### config.mk
export PLATFORM = sky130hd
export DESIGN_NAME = lsu_ctrl
export DESIGN_NICKNAME = d
export VERILOG_FILES = /design/src/rtl/lsu_pkg.sv /design/src/rtl/lsu_load_align.sv /design/src/rtl/lsu_ctrl.sv
export SDC_FILE = /design/constraint.sdc
export NUM_CORES = 1
export LEC_CHECK = 0
export ABC_AREA = 0
export CORE_MARGIN = 2
export CORE_UTILIZATION = 45
export DETAILED_ROUTE_END_ITERATION = 12
export PLACE_DENSITY_LB_ADDON = 0.15
export SKIP_CTS_REPAIR_TIMING = 1
export SLEW_MARGIN = 40
export SYNTH_ARGS = -nofsm -noshare
export SYNTH_HDL_FRONTEND = slang
export SYNTH_SLANG_ARGS = --single-unit
export TNS_END_PERCENT = 100
### constraint.sdc
create_clock -name clk_i -period 4.97 [get_ports clk_i]
set_input_delay 0.994 -clock clk_i [delete_from_list [all_inputs] [get_ports clk_i]]
set_output_delay 0.994 -clock clk_i [all_outputs]
set_load 0.005 [all_outputs]
### src/rtl/lsu_pkg.sv
// rtl/lsu_pkg.sv - funct3 codes, FSM states and size/byte-mask helpers for lsu_ctrl
package lsu_pkg;

  // Load width codes
  localparam logic [2:0] FNC_LB  = 3'b000;
  localparam logic [2:0] FNC_LH  = 3'b001;
  localparam logic [2:0] FNC_LW  = 3'b010;
  localparam logic [2:0] FNC_LBU = 3'b100;
  localparam logic [2:0] FNC_LHU = 3'b101;

  // Store width codes
  localparam logic [2:0] FNC_SB  = 3'b000;
  localparam logic [2:0] FNC_SH  = 3'b001;
  localparam logic [2:0] FNC_SW  = 3'b010;

  typedef enum logic [1:0] {
    ST_IDLE = 2'd0,
    ST_ACC0 = 2'd1,
    ST_ACC1 = 2'd2,
    ST_RESP = 2'd3
  } lsu_state_e;

  // Access size in bytes from funct3[1:0]; 0 marks an unused encoding
  function automatic logic [2:0] size_dec(input logic [1:0] width);
    case (width)
      2'b00:   return 3'd1;
      2'b01:   return 3'd2;
      2'b10:   return 3'd4;
      default: return 3'd0;
    endcase
  endfunction

  // Unshifted byte-lane mask for an access of the given size
  function automatic logic [3:0] byte_mask(input logic [2:0] size);
    case (size)
      3'd1:    return 4'b0001;
      3'd2:    return 4'b0011;
      3'd4:    return 4'b1111;
      default: return 4'b0000;
    endcase
  endfunction

  // Legal width codes differ between loads and stores
  function automatic logic funct3_legal(input logic we, input logic [2:0] f3);
    if (we)
      return (f3 == FNC_SB) || (f3 == FNC_SH) || (f3 == FNC_SW);
    else
      return (f3 == FNC_LB) || (f3 == FNC_LH) || (f3 == FNC_LW) ||
             (f3 == FNC_LBU) || (f3 == FNC_LHU);
  endfunction

endpackage

### src/rtl/lsu_load_align.sv
// rtl/lsu_load_align.sv - selects the addressed byte/half/word from merged beats and extends it
module lsu_load_align
  import lsu_pkg::*;
(
  input  logic [63:0] data_i,
  input  logic [1:0]  off_i,
  input  logic [2:0]  funct3_i,
  output logic [31:0] data_o
);

  logic [31:0] shifted;

  // Shift the addressed byte down to lane 0, then extend by width code
  always_comb begin
    shifted = 32'(data_i >> {off_i, 3'b000});
    case (funct3_i)
      FNC_LB:  data_o = {{24{shifted[7]}}, shifted[7:0]};
      FNC_LH:  data_o = {{16{shifted[15]}}, shifted[15:0]};
      FNC_LW:  data_o = shifted;
      FNC_LBU: data_o = {24'h000000, shifted[7:0]};
      FNC_LHU: data_o = {16'h0000, shifted[15:0]};
      default: data_o = 32'h00000000;
    endcase
  end

endmodule

### src/rtl/lsu_ctrl.sv
// rtl/lsu_ctrl.sv - load/store sequencer; LSU_SPLIT_EN enables two-beat word-crossing accesses
module lsu_ctrl
  import lsu_pkg::*;
#(
  parameter int ADDR_W = 32
) (
  input  logic              clk_i,
  input  logic              rst_i,
  input  logic              req_valid_i,
  output logic              req_ready_o,
  input  logic              req_we_i,
  input  logic [2:0]        req_funct3_i,
  input  logic [ADDR_W-1:0] req_addr_i,
  input  logic [31:0]       req_wdata_i,
  input  logic [4:0]        req_rd_i,
  output logic              mem_req_o,
  output logic [ADDR_W-1:0] mem_addr_o,
  output logic [3:0]        mem_be_o,
  output logic [31:0]       mem_wdata_o,
  input  logic              mem_ack_i,
  input  logic [31:0]       mem_rdata_i,
  output logic              resp_valid_o,
  output logic [4:0]        resp_rd_o,
  output logic [31:0]       resp_data_o,
  output logic              resp_fault_o
);

  lsu_state_e        state_q, state_d;
  logic              we_q;
  logic [2:0]        funct3_q;
  logic [ADDR_W-1:0] addr_q;
  logic [31:0]       wdata_q;
  logic [4:0]        rd_q;
  logic              fault_q;
  logic [31:0]       lo_q;

  logic              handshake;
  logic              req_fault;
  logic [1:0]        off;
  logic [2:0]        size;
  logic [3:0]        mask;
  logic [ADDR_W-1:0] base_addr;
  logic [ADDR_W-1:0] beat_addr;
  logic [3:0]        beat_be;
  logic [31:0]       beat_wdata;
  logic [63:0]       merged;
  logic [31:0]       load_data;

  assign req_ready_o = (state_q == ST_IDLE) && !rst_i;
  assign handshake   = req_valid_i && req_ready_o;

  assign off       = addr_q[1:0];
  assign size      = size_dec(funct3_q[1:0]);
  assign mask      = byte_mask(size);
  assign base_addr = {addr_q[ADDR_W-1:2], 2'b00};

`ifdef LSU_SPLIT_EN
  logic [31:0] hi_q;
  logic        cross;
  logic [7:0]  be_wide;
  logic [63:0] wd_wide;

  // Misalignment is handled by splitting, so only bad width codes fault
  assign req_fault = !funct3_legal(req_we_i, req_funct3_i);

  assign cross   = ({1'b0, off} + size) > 3'd4;
  assign be_wide = {4'b0000, mask} << off;
  assign wd_wide = {32'h00000000, wdata_q} << {off, 3'b000};

  // The second beat takes the upper halves of the same shifts
  assign beat_addr  = (state_q == ST_ACC1) ? base_addr + ADDR_W'(4) : base_addr;
  assign beat_be    = (state_q == ST_ACC1) ? be_wide[7:4] : be_wide[3:0];
  assign beat_wdata = (state_q == ST_ACC1) ? wd_wide[63:32] : wd_wide[31:0];
  assign merged     = {hi_q, lo_q};
`else
  logic [2:0] req_size;

  // Without splitting, any access not naturally aligned faults up front
  assign req_size  = size_dec(req_funct3_i[1:0]);
  assign req_fault = !funct3_legal(req_we_i, req_funct3_i) ||
                     ((req_addr_i[1:0] & (req_size[1:0] - 2'd1)) != 2'b00);

  assign beat_addr  = base_addr;
  assign beat_be    = mask << off;
  assign beat_wdata = wdata_q << {off, 3'b000};
  assign merged     = {32'h00000000, lo_q};
`endif

  lsu_load_align u_align (
    .data_i   (merged),
    .off_i    (off),
    .funct3_i (funct3_q),
    .data_o   (load_data)
  );

  // State register; async reset abandons any access in flight
  always_ff @(posedge clk_i or posedge rst_i) begin
    if (rst_i) state_q <= ST_IDLE;
    else       state_q <= state_d;
  end

  // Next state and all handshake/memory/response outputs
  always_comb begin
    state_d      = state_q;
    mem_req_o    = 1'b0;
    mem_addr_o   = '0;
    mem_be_o     = 4'b0000;
    mem_wdata_o  = 32'h00000000;
    resp_valid_o = 1'b0;
    resp_rd_o    = 5'd0;
    resp_data_o  = 32'h00000000;
    resp_fault_o = 1'b0;
    case (state_q)
      ST_IDLE: begin
        if (handshake) state_d = req_fault ? ST_RESP : ST_ACC0;
      end
      ST_ACC0: begin
        mem_req_o   = 1'b1;
        mem_addr_o  = beat_addr;
        mem_be_o    = we_q ? beat_be : 4'b0000;
        mem_wdata_o = we_q ? beat_wdata : 32'h00000000;
`ifdef LSU_SPLIT_EN
        if (mem_ack_i) state_d = cross ? ST_ACC1 : ST_RESP;
`else
        if (mem_ack_i) state_d = ST_RESP;
`endif
      end
`ifdef LSU_SPLIT_EN
      ST_ACC1: begin
        mem_req_o   = 1'b1;
        mem_addr_o  = beat_addr;
        mem_be_o    = we_q ? beat_be : 4'b0000;
        mem_wdata_o = we_q ? beat_wdata : 32'h00000000;
        if (mem_ack_i) state_d = ST_RESP;
      end
`endif
      ST_RESP: begin
        resp_valid_o = 1'b1;
        resp_fault_o = fault_q;
        if (!we_q && !fault_q) begin
          resp_rd_o   = rd_q;
          resp_data_o = load_data;
        end
        state_d = ST_IDLE;
      end
      default: state_d = ST_IDLE;
    endcase
  end

  // Request fields latch on handshake; read beats latch on their ack
  always_ff @(posedge clk_i or posedge rst_i) begin
    if (rst_i) begin
      we_q     <= 1'b0;
      funct3_q <= 3'b000;
      addr_q   <= '0;
      wdata_q  <= 32'h00000000;
      rd_q     <= 5'd0;
      fault_q  <= 1'b0;
      lo_q     <= 32'h00000000;
`ifdef LSU_SPLIT_EN
      hi_q     <= 32'h00000000;
`endif
    end else begin
      if (handshake) begin
        we_q     <= req_we_i;
        funct3_q <= req_funct3_i;
        addr_q   <= req_addr_i;
        wdata_q  <= req_wdata_i;
        rd_q     <= req_rd_i;
        fault_q  <= req_fault;
        lo_q     <= 32'h00000000;
`ifdef LSU_SPLIT_EN
        hi_q     <= 32'h00000000;
`endif
      end
      if (state_q == ST_ACC0 && mem_ack_i) lo_q <= mem_rdata_i;
`ifdef LSU_SPLIT_EN
      if (state_q == ST_ACC1 && mem_ack_i) hi_q <= mem_rdata_i;
`endif
    end
  end

endmodule
# Word level (Yosys, flattened, before mapping)
# Cells that the tools add are included.
# Widths: inputs -> output; s select.
dict set report word_totals {
  ff_bits 108
  inputBits 109
  output_inout_bits 109
  elab_cells 76
}
dict set report op_classes {
  add_sub_neg 1
  n_eq_ne 19
  shifts 3
  mux 23
  n_bitwise 1
  reduce_logical 21
}
# op count
set op_table {}
lappend op_table {{$mux 32} 7}
lappend op_table {{$pmux 32 s5} 1}
lappend op_table {{$shl 32x5->32} 1}
lappend op_table {{$shr 32x5->32} 1}
lappend op_table {{$eq 3x3->1 const B} 5}
lappend op_table {{$pmux 4 s3} 1}
lappend op_table {{$mux 5} 2}
lappend op_table {{$eq 3x1->1 const B} 3}
lappend op_table {{$eq 3x2->1 const B} 3}
lappend op_table {{$pmux 3 s3} 1}
lappend op_table {{$mux 4} 2}
lappend op_table {{$eq 2x1->1 const B} 3}
lappend op_table {{$eq 2x2->1 const B} 3}
lappend op_table {{$logic_not 2->1} 3}
lappend op_table {{$logic_not 3->1} 2}
lappend op_table {{$mux 2} 3}
lappend op_table {{$pmux 2 s3} 1}
lappend op_table {{$logic_or 1x1->1} 5}
lappend op_table {{$logic_and 1x1->1} 4}
lappend op_table {{$logic_not 1->1} 4}
lappend op_table {{$mux 1} 4}
lappend op_table {{$ne 2x2->1 const B} 2}
lappend op_table {{$pmux 2 s2} 1}
lappend op_table {{$reduce_bool 2->1} 2}
lappend op_table {{other kinds (4)} 4}

# Depth between registers and ports, before layout
# Gate-level depths: netlist (run 1).
dict set report depth {
  ltp_word 11
  depth_mapped 7
  depth_no_buf 6
}

# Modules after synthesis
# From an unflattened synthesis (run 1), not the netlist that was laid out.
dict set report hier_totals {
  hier_cells 541
  area_unflattened_um2 6373.6
}
# mod instances cells_per_inst area_each_um2 seq_area_each_um2
set by_module_without_submodules {}
lappend by_module_without_submodules {lsu_ctrl 1 426 5153.7 2702.6}
lappend by_module_without_submodules {lsu_load_align 1 115 1219.9 0.0}

# Least setup slack after synthesis (run 1)
# OpenSTA, ideal clock, no wires.
dict set report synth_path {
  kind {register -> output}
  startpoint {register funct3_q[1]}
  endpoint {output resp_data_o[5]}
  arrival_time_ns 1.609
  required_time_ns 3.976
  slack_ns 2.367
  stages_incl_launch_ff 7
  path_buffers 1
  path_cell_list {dfrtp_1 -> inv_1 -> ha_1 -> a21o_1 -> o21ai_1 -> clkbuf_1 -> a211oi_1}
}
dict set report synth_between {
  elab_chain_cells 4
  elab_cells_between_ends 8
  classes_between {4 x eq/ne; 3 x mux; 1 x reduce/logical}
}
# element line_no
set synth_rtl {}
lappend synth_rtl {{from (decl)} lsu_ctrl.sv:30} ;# logic [2:0] funct3_q;
lappend synth_rtl {{from (signal assigned)} lsu_ctrl.sv:166} ;# funct3_q <= req_funct3_i;
lappend synth_rtl {{$eq 3x3->1, or another cell as far along} lsu_load_align.sv:16} ;# case (funct3_i)
lappend synth_rtl {{$pmux 32 s5 (*)} lsu_load_align.sv:16}
lappend synth_rtl {{$mux 32 (*)} lsu_ctrl.sv:140} ;# if (!we_q && !fault_q) begin
lappend synth_rtl {{$mux 32 (*)} lsu_ctrl.sv:113} ;# case (state_q)
lappend synth_rtl {{to (decl)} lsu_ctrl.sv:24} ;# output logic [31:0] resp_data_o,
# Mark *: on every way between the ends. The rest lies on a longest branch, timed or not.

# Worst setup path after layout (run 1)
dict set report layout_path {
  startpoint {register addr_q[1]}
  endpoint {output resp_data_o[25]}
}
dict set report layout_between {
  elab_chain_cells 4
}
# element line_no
set layout_rtl {}
lappend layout_rtl {{from (decl)} lsu_ctrl.sv:31} ;# logic [ADDR_W-1:0] addr_q;
lappend layout_rtl {{from (signal assigned)} lsu_ctrl.sv:167} ;# addr_q <= req_addr_i;
lappend layout_rtl {{$shr 32x5->32} lsu_load_align.sv:15} ;# shifted = 32'(data_i >> {off_i, 3'b000});
lappend layout_rtl {{$pmux 32 s5} lsu_load_align.sv:16}
lappend layout_rtl {{$mux 32} lsu_ctrl.sv:140}
lappend layout_rtl {{$mux 32} lsu_ctrl.sv:113}
# No other way between the ends.

==> flow_summary.json, run 1 <==
{
  "grt_pass1_wl_um": 25730,
  "seq_area_frac_synth": 0.4768,
  "cp_cell_sequence": "nor2b_1, nand3_1, nor3_2, a21o_1, clkdlybuf4s50_1",
  "avgSynthCellArea_sq_um": 11.22,
  "synth_ff_type": "dfrtp_1",
  "period_minus_slack_ns": 3.897,
  "fmax_mhz": 256.6,
  "die_area_sq_mm": 0.01351,
  "drt_iter0_markers": 282,
  "worstMarginPinSlew_ns": 0.7119,
  "yosys_warnings": 0,
  "layout-drive-gt1-share": 0.1536,
  "critPathLaunchType": "register",
  "hold_viol": 0,
  "dr_total_vias": 4692,
  "clock_skew_ns": 0.006424,
  "worst-path-max-fanout": 53,
  "clk_latency_ns": 0.36,
  "p_per_area_mw_per_mm2": 551.3,
  "worst_setup_path_end_kind": "output port",
  "tns_ns": 0,
  "cts.path.max_buffers": 2,
  "cpMaxStageDelayCell": "dfrtp_4",
  "initial_utilization": 0.4660,
  "grt_max_degree": 55,
  "drc": 0,
  "wl_per_cell_um": 18.56,
  "ir_worst_vdd_mv": 0.2897,
  "htree_levels": 3,
  "p_leak_uw": 0.003403,
  "synth-seq-cells": 108,
  "hp-class": "register to register",
  "tritoncts": "yes",
  "critPathMaxStageDelay_ns": 0.70,
  "totalWireLength_um": 16170,
  "ios": 218,
  "synth_area_sq_mm": 0.005668,
  "maxCapViolCount": 0,
  "path_class": "register to output port",
  "syn_inst": 505,
  "grt_setup_unrepaired": "no",
  "die_h_um": 116.2,
  "fin_area_sq_mm": 0.008210,
  "path_delay_family": "simple AND/OR/NAND/NOR gates",
  "yosysUniqueCellTypes": 36,
  "nFillCells": 931,
  "drv_slew": 0,
  "worstPathArrival_ns": 2.90,
  "ant_nets": 0,
  "antenna_found_initial": 0,
  "crit_buf_inv": 1,
  "synth_edf_count": 0,
  "fp.dieW_um": 116.2,
  "final_cell_mix": "clkdlybuf4s50_1 (215), dfrtp_1 (106), mux2_2 (71)",
  "status": "finished clean",
  "place_area_sq_mm": 0.007906,
  "grt_pass1_vias": 4972,
  "coreArea_sq_mm": 0.01216,
  "dp_hpwl_um": 11730,
  "cts_made_buffers": 9,
  "final_common_cell": "clkdlybuf4s50_1",
  "clk_pin_slew_ns": 0.07,
  "setup_viol": 0,
  "max_slew_margin": 0.5254,
  "regToRegSetupSlack_ns": 2.62,
  "diodes": 0,
  "cp.required_ns": 3.98,
  "area_delta_synth_final_pct": 44.86,
  "nNetsFinal": 811,
  "min_period_over_period": 0.7842,
  "gp_congestion": 0.8567,
  "core.rowCount": 40,
  "async_flop_share": 1.000,
  "vias_per_cell": 5.387,
  "overflow": 0,
  "cts_root_buffer": "clkbuf_16",
  "port_buffers": 215,
  "dr.pass1.iters": 4,
  "grtUsageTotal": 0.2483,
  "cts_sinks": 108
}
cell type report:
| cell class | instances | area (sq um) | area share |
|---|---|---|---|
| inverter | 5 | 21.27 | 0.002591 |
| multi-input combinational | 352 | 2763 | 0.3365 |
| sequential | 108 | 2710 | 0.3301 |
| timing repair buffer | 222 | 2205 | 0.2685 |
| tap | 168 | 210.2 | 0.02560 |
| clock inverter | 6 | 72.57 | 0.008839 |
| clock buffer | 10 | 229.0 | 0.02789 |
final timing paths:
kind	to	start	depth (start not counted)
worst min register to register	lo_q[5]	lo_q[5]	1
worst min-delay path	lo_q[5]	lo_q[5]	1
min in group asynchronous	rd_q[4]	rst_i	2
max in group asynchronous	addr_q[22]	rst_i	3
worst max register to register	wdata_q[16]	state_q[0]	4
worst max-delay path	resp_data_o[25]	addr_q[1]	5
logic make-up (layout without fill, tap and decap cells):
logic type / Yosys count / count (layout) / share of synthesized area
AOI/OAI and AO/OA: 115 / 115 / 0.1499
adders and majority gates: 4 / 4 / 0.008830
buffers and inverters: 46 / 243 / 0.03885
DFF: 108 / 108 / 0.4768
muxes: 105 / 105 / 0.2033
other: 1 / 2 / 0.0006616
and+or+nand+nor: 126 / 126 / 0.1216
cell usage after synthesis, types with 2 or more instances:
| cell | count | share of area |
|---|---|---|
| a211oi_1 | 31 | 0.041 |
| a21o_1 | 9 | 0.012 |
| a21oi_1 | 19 | 0.017 |
| a22o_1 | 32 | 0.049 |
| and2_1 | 51 | 0.056 |
| buf_2 | 17 | 0.015 |
| buf_4 | 5 | 0.0066 |
| clkbuf_1 | 17 | 0.011 |
| dfrtp_1 | 108 | 0.48 |
| ha_1 | 4 | 0.0088 |
| inv_1 | 5 | 0.0033 |
| mux2_2 | 71 | 0.14 |
| mux2i_1 | 33 | 0.058 |
| nand2_1 | 9 | 0.0060 |
| nand3_1 | 2 | 0.0018 |
| nor2_1 | 35 | 0.023 |
| nor2b_1 | 20 | 0.022 |
| nor3_1 | 2 | 0.0018 |
| o21ai_0 | 14 | 0.012 |
| o2bb2ai_1 | 5 | 0.0077 |
flip-flops by register name, summed over array words and instances, names as in the netlist:
signal and flops:
state_q 2, addr_q 32, funct3_q 3, fault_q 1, lo_q 32, rd_q 5
we_q 1, wdata_q 32
stage by stage:
step	std cells	total power [uW]	util	hold slack (ns)	setup WS [ns]
2_1_floorplan	506	2966	-	0.4582	1.130
3_3_place_gp	855	3707	0.6495	0.4810	1.320
3_5_place_dp	855	3799	0.6501	0.4818	1.287
4_1_cts	871	4558	0.6749	0.5011	0.8921
5_1_grt	871	4859	0.6751	0.5112	0.8249
6_report	871	4527	0.6751	0.4983	1.073
worst register-to-register path: stages (launching register included):
cell     delay, ns
dfrtp_1       0.43
nor3_1        0.28
and2_4        0.66
buf_4         0.48
mux2_2        0.39
power by group:
group	switching, uW	internal (uW)	total, uW
clock network	338	398	736
logic	839	1160	2000
registers	460	1330	1790
routing by layer:
layer	part of all wire	wire, um	track usage	vias up
met4	0.016	263	0.06508	0
met5	0	0	0	-
met3	0.10	1664	0.1048	19
li1	-	-	-	2197
met2	0.47	7636	0.4023	189
met1	0.41	6604	0.3077	2287
Note: power is estimated with default switching activity, not from simulation.
==> inputs of run 2 (changes only) <==
--- a/config.mk
+++ b/config.mk
@@ -7,7 +7,7 @@
 export LEC_CHECK = 0
 export ABC_AREA = 0
 export CORE_MARGIN = 2
-export CORE_UTILIZATION = 45
+export CORE_UTILIZATION = 40
 export DETAILED_ROUTE_END_ITERATION = 12
 export PLACE_DENSITY_LB_ADDON = 0.15
 export SKIP_CTS_REPAIR_TIMING = 1
==> constraint.sdc (replaced) <==
create_clock -name clk_i -period 3.3 [get_ports clk_i]
set_input_delay 0.66 -clock clk_i [delete_from_list [all_inputs] [get_ports clk_i]]
set_output_delay 0.66 -clock clk_i [all_outputs]
set_load 0.005 [all_outputs]
==> run 2 against run 1 <==
Worst hold slack got worse by 0.0026 ns. Clock-buffer cell count rose by 2. Clock power rose by 64%. Critical path depth rose by 3. Flip-flop and latch count did not move. Sequential power rose by 41%. Register-to-register slack got worse by 1.3 ns. First-iteration DRC count rose by 10%. Via count rose by 0.77%. Total power rose by 54%. Worst setup slack got worse by 0.92 ns. Critical path type unchanged. Highest routed layer unchanged.
==> flow_summary.json, run 2 (synthesis results as in run 1) <==
{
  "status": "finished clean",
  "holdWs_ns": 0.4958,
  "worst_r2r_endpoint": "wdata_q[8]",
  "fin_area_sq_mm": 0.008391,
  "core.rowCount": 43,
  "tritoncts": "yes",
  "cts.path.max_buffers": 2,
  "post-route-util": 0.6045,
  "cp.required_ns": 2.64,
  "ios": 218,
  "cts_root_buffer": "clkbuf_16",
  "drt_iter0_markers": 311,
  "clk_latency_ns": 0.35,
  "cpMaxStageDelayCell": "clkdlybuf4s50_1",
  "layout-drive-gt1-share": 0.1674,
  "grt_pass1_wl_um": 25300,
  "max_slew_margin": 0.5822,
  "cp-endpoint": "resp_data_o[30]",
  "nNetsFinal": 819,
  "htree_levels": 3,
  "worstPathArrival_ns": 2.48,
  "final_cell_mix": "clkdlybuf4s50_1 (215), dfrtp_1 (106), mux2_2 (71)",
  "gp_congestion": 0.8768,
  "port_buffers": 215,
  "place_area_sq_mm": 0.008023,
  "hold_viol": 0,
  "totalWireLength_um": 16290,
  "fp.dieW_um": 123.0,
  "p_per_area_mw_per_mm2": 833.0,
  "ant_nets": 0,
  "setup_viol": 0,
  "clk_pin_slew_ns": 0.07,
  "wl_per_cell_um": 18.26,
  "initial_utilization": 0.4083,
  "drv_slew": 0,
  "cp_cell_sequence": "inv_1, ha_1, nor2b_2, nand3_2, nor3_4, buf_4, a21o_1, clkdlybuf4s50_1",
  "worst_setup_path_end_kind": "output port",
  "area_delta_synth_final_pct": 48.04,
  "cts_sinks": 108,
  "crit_buf_inv": 3,
  "path_class": "register to output port",
  "die_h_um": 123.0,
  "fmax_mhz": 318.1,
  "vias_per_cell": 5.300,
  "die_area_sq_mm": 0.01514,
  "worst-path-max-fanout": 9,
  "drc": 0,
  "critPathLaunchType": "register",
  "period_minus_slack_ns": 3.143,
  "grtUsageTotal": 0.2172,
  "path_delay_family": "buffers and inverters",
  "grt_pass1_vias": 4872,
  "worst-r2r-cell-count": 4,
  "dr.pass1.iters": 4,
  "clock_skew_ns": 0.003592,
  "final_common_cell": "clkdlybuf4s50_1",
  "min_period_over_period": 0.9525,
  "p_leak_uw": 0.003474,
  "cp-startpoint": "funct3_q[0]",
  "overflow": 0,
  "regToRegSetupSlack_ns": 1.31,
  "grt_setup_unrepaired": "no",
  "largestRegisters": "addr_q: 32 flops, lo_q: 32 flops, wdata_q: 32 flops",
  "dp_hpwl_um": 11820,
  "coreArea_sq_mm": 0.01388,
  "cts_made_buffers": 9,
  "ir_worst_vdd_mv": 0.4067,
  "maxCapViolCount": 0,
  "r2r-start": "state_q[0]",
  "grt_max_degree": 48,
  "worstHoldPathCells": 1,
  "antenna_found_initial": 1,
  "crit_cells": 8,
  "worstMarginPinSlew_ns": 0.6268,
  "dr_total_vias": 4728,
  "hp-class": "register to register",
  "critPathMaxStageDelay_ns": 0.52
}
run 2: changes by cell type in the layout (fill, tap and decap cells not counted), sizes merged:
cell,change
clkinvlp,+1
inv,-1
clkinv,-3
bufinv,+1
clkbuf,+2
buf,+8
diode,+1
run 2: metal layers:
| layer | global-route usage | wire length (um) | share of wire | vias to the layer above |
|---|---|---|---|---|
| met5 | 0 | 0 | 0 | - |
| met4 | 0.05895 | 247 | 0.015 | 0 |
| met3 | 0.08164 | 1480 | 0.091 | 22 |
| met2 | 0.3470 | 7513 | 0.46 | 176 |
| met1 | 0.2774 | 7044 | 0.43 | 2321 |
| li1 | - | - | - | 2209 |
run 2: layout make-up:
type | instances | area (sq um)
Antenna cell | 1 | 2.502
Clock buffer | 12 | 256.5
Clock inverter | 4 | 77.57
Fill cell | 1191 | 5490
Inverter | 5 | 22.52
Multi-Input combinational cell | 352 | 2786
Sequential cell | 108 | 2705
Tap cell | 180 | 225.2
Timing Repair Buffer | 230 | 2315
run 2: worst min path at each step:
stage | start | end
finish | lo_q[4] | lo_q[4]
global route | wdata_q[26] | wdata_q[26]
CTS | lo_q[4] | lo_q[4]
detailed placement | lo_q[4] | lo_q[4]
global placement | lo_q[5] | lo_q[5]
floorplan | lo_q[0] | lo_q[0]
run 2: report_power, final:
| group | switching [uW] | internal, uW | leakage (uW) |
|---|---|---|---|
| clock | 499 | 713 | 0.000164 |
| sequential | 520 | 2000 | 0.00131 |
| combinational | 1460 | 1800 | 0.00200 |
run 2: metrics by stage:
step / std cells / total power [uW] / worst slack [ns] / setup TNS, ns
2_1_floorplan: 506 / 4467 / 1.031 / 0
3_3_place_gp: 874 / 5698 / 0.2617 / 0
3_5_place_dp: 874 / 5780 / 0.1626 / 0
4_1_cts: 890 / 7038 / -0.2386 / -1.730
5_1_grt: 891 / 7508 / 0.01291 / 0
6_report: 892 / 6989 / 0.1566 / 0
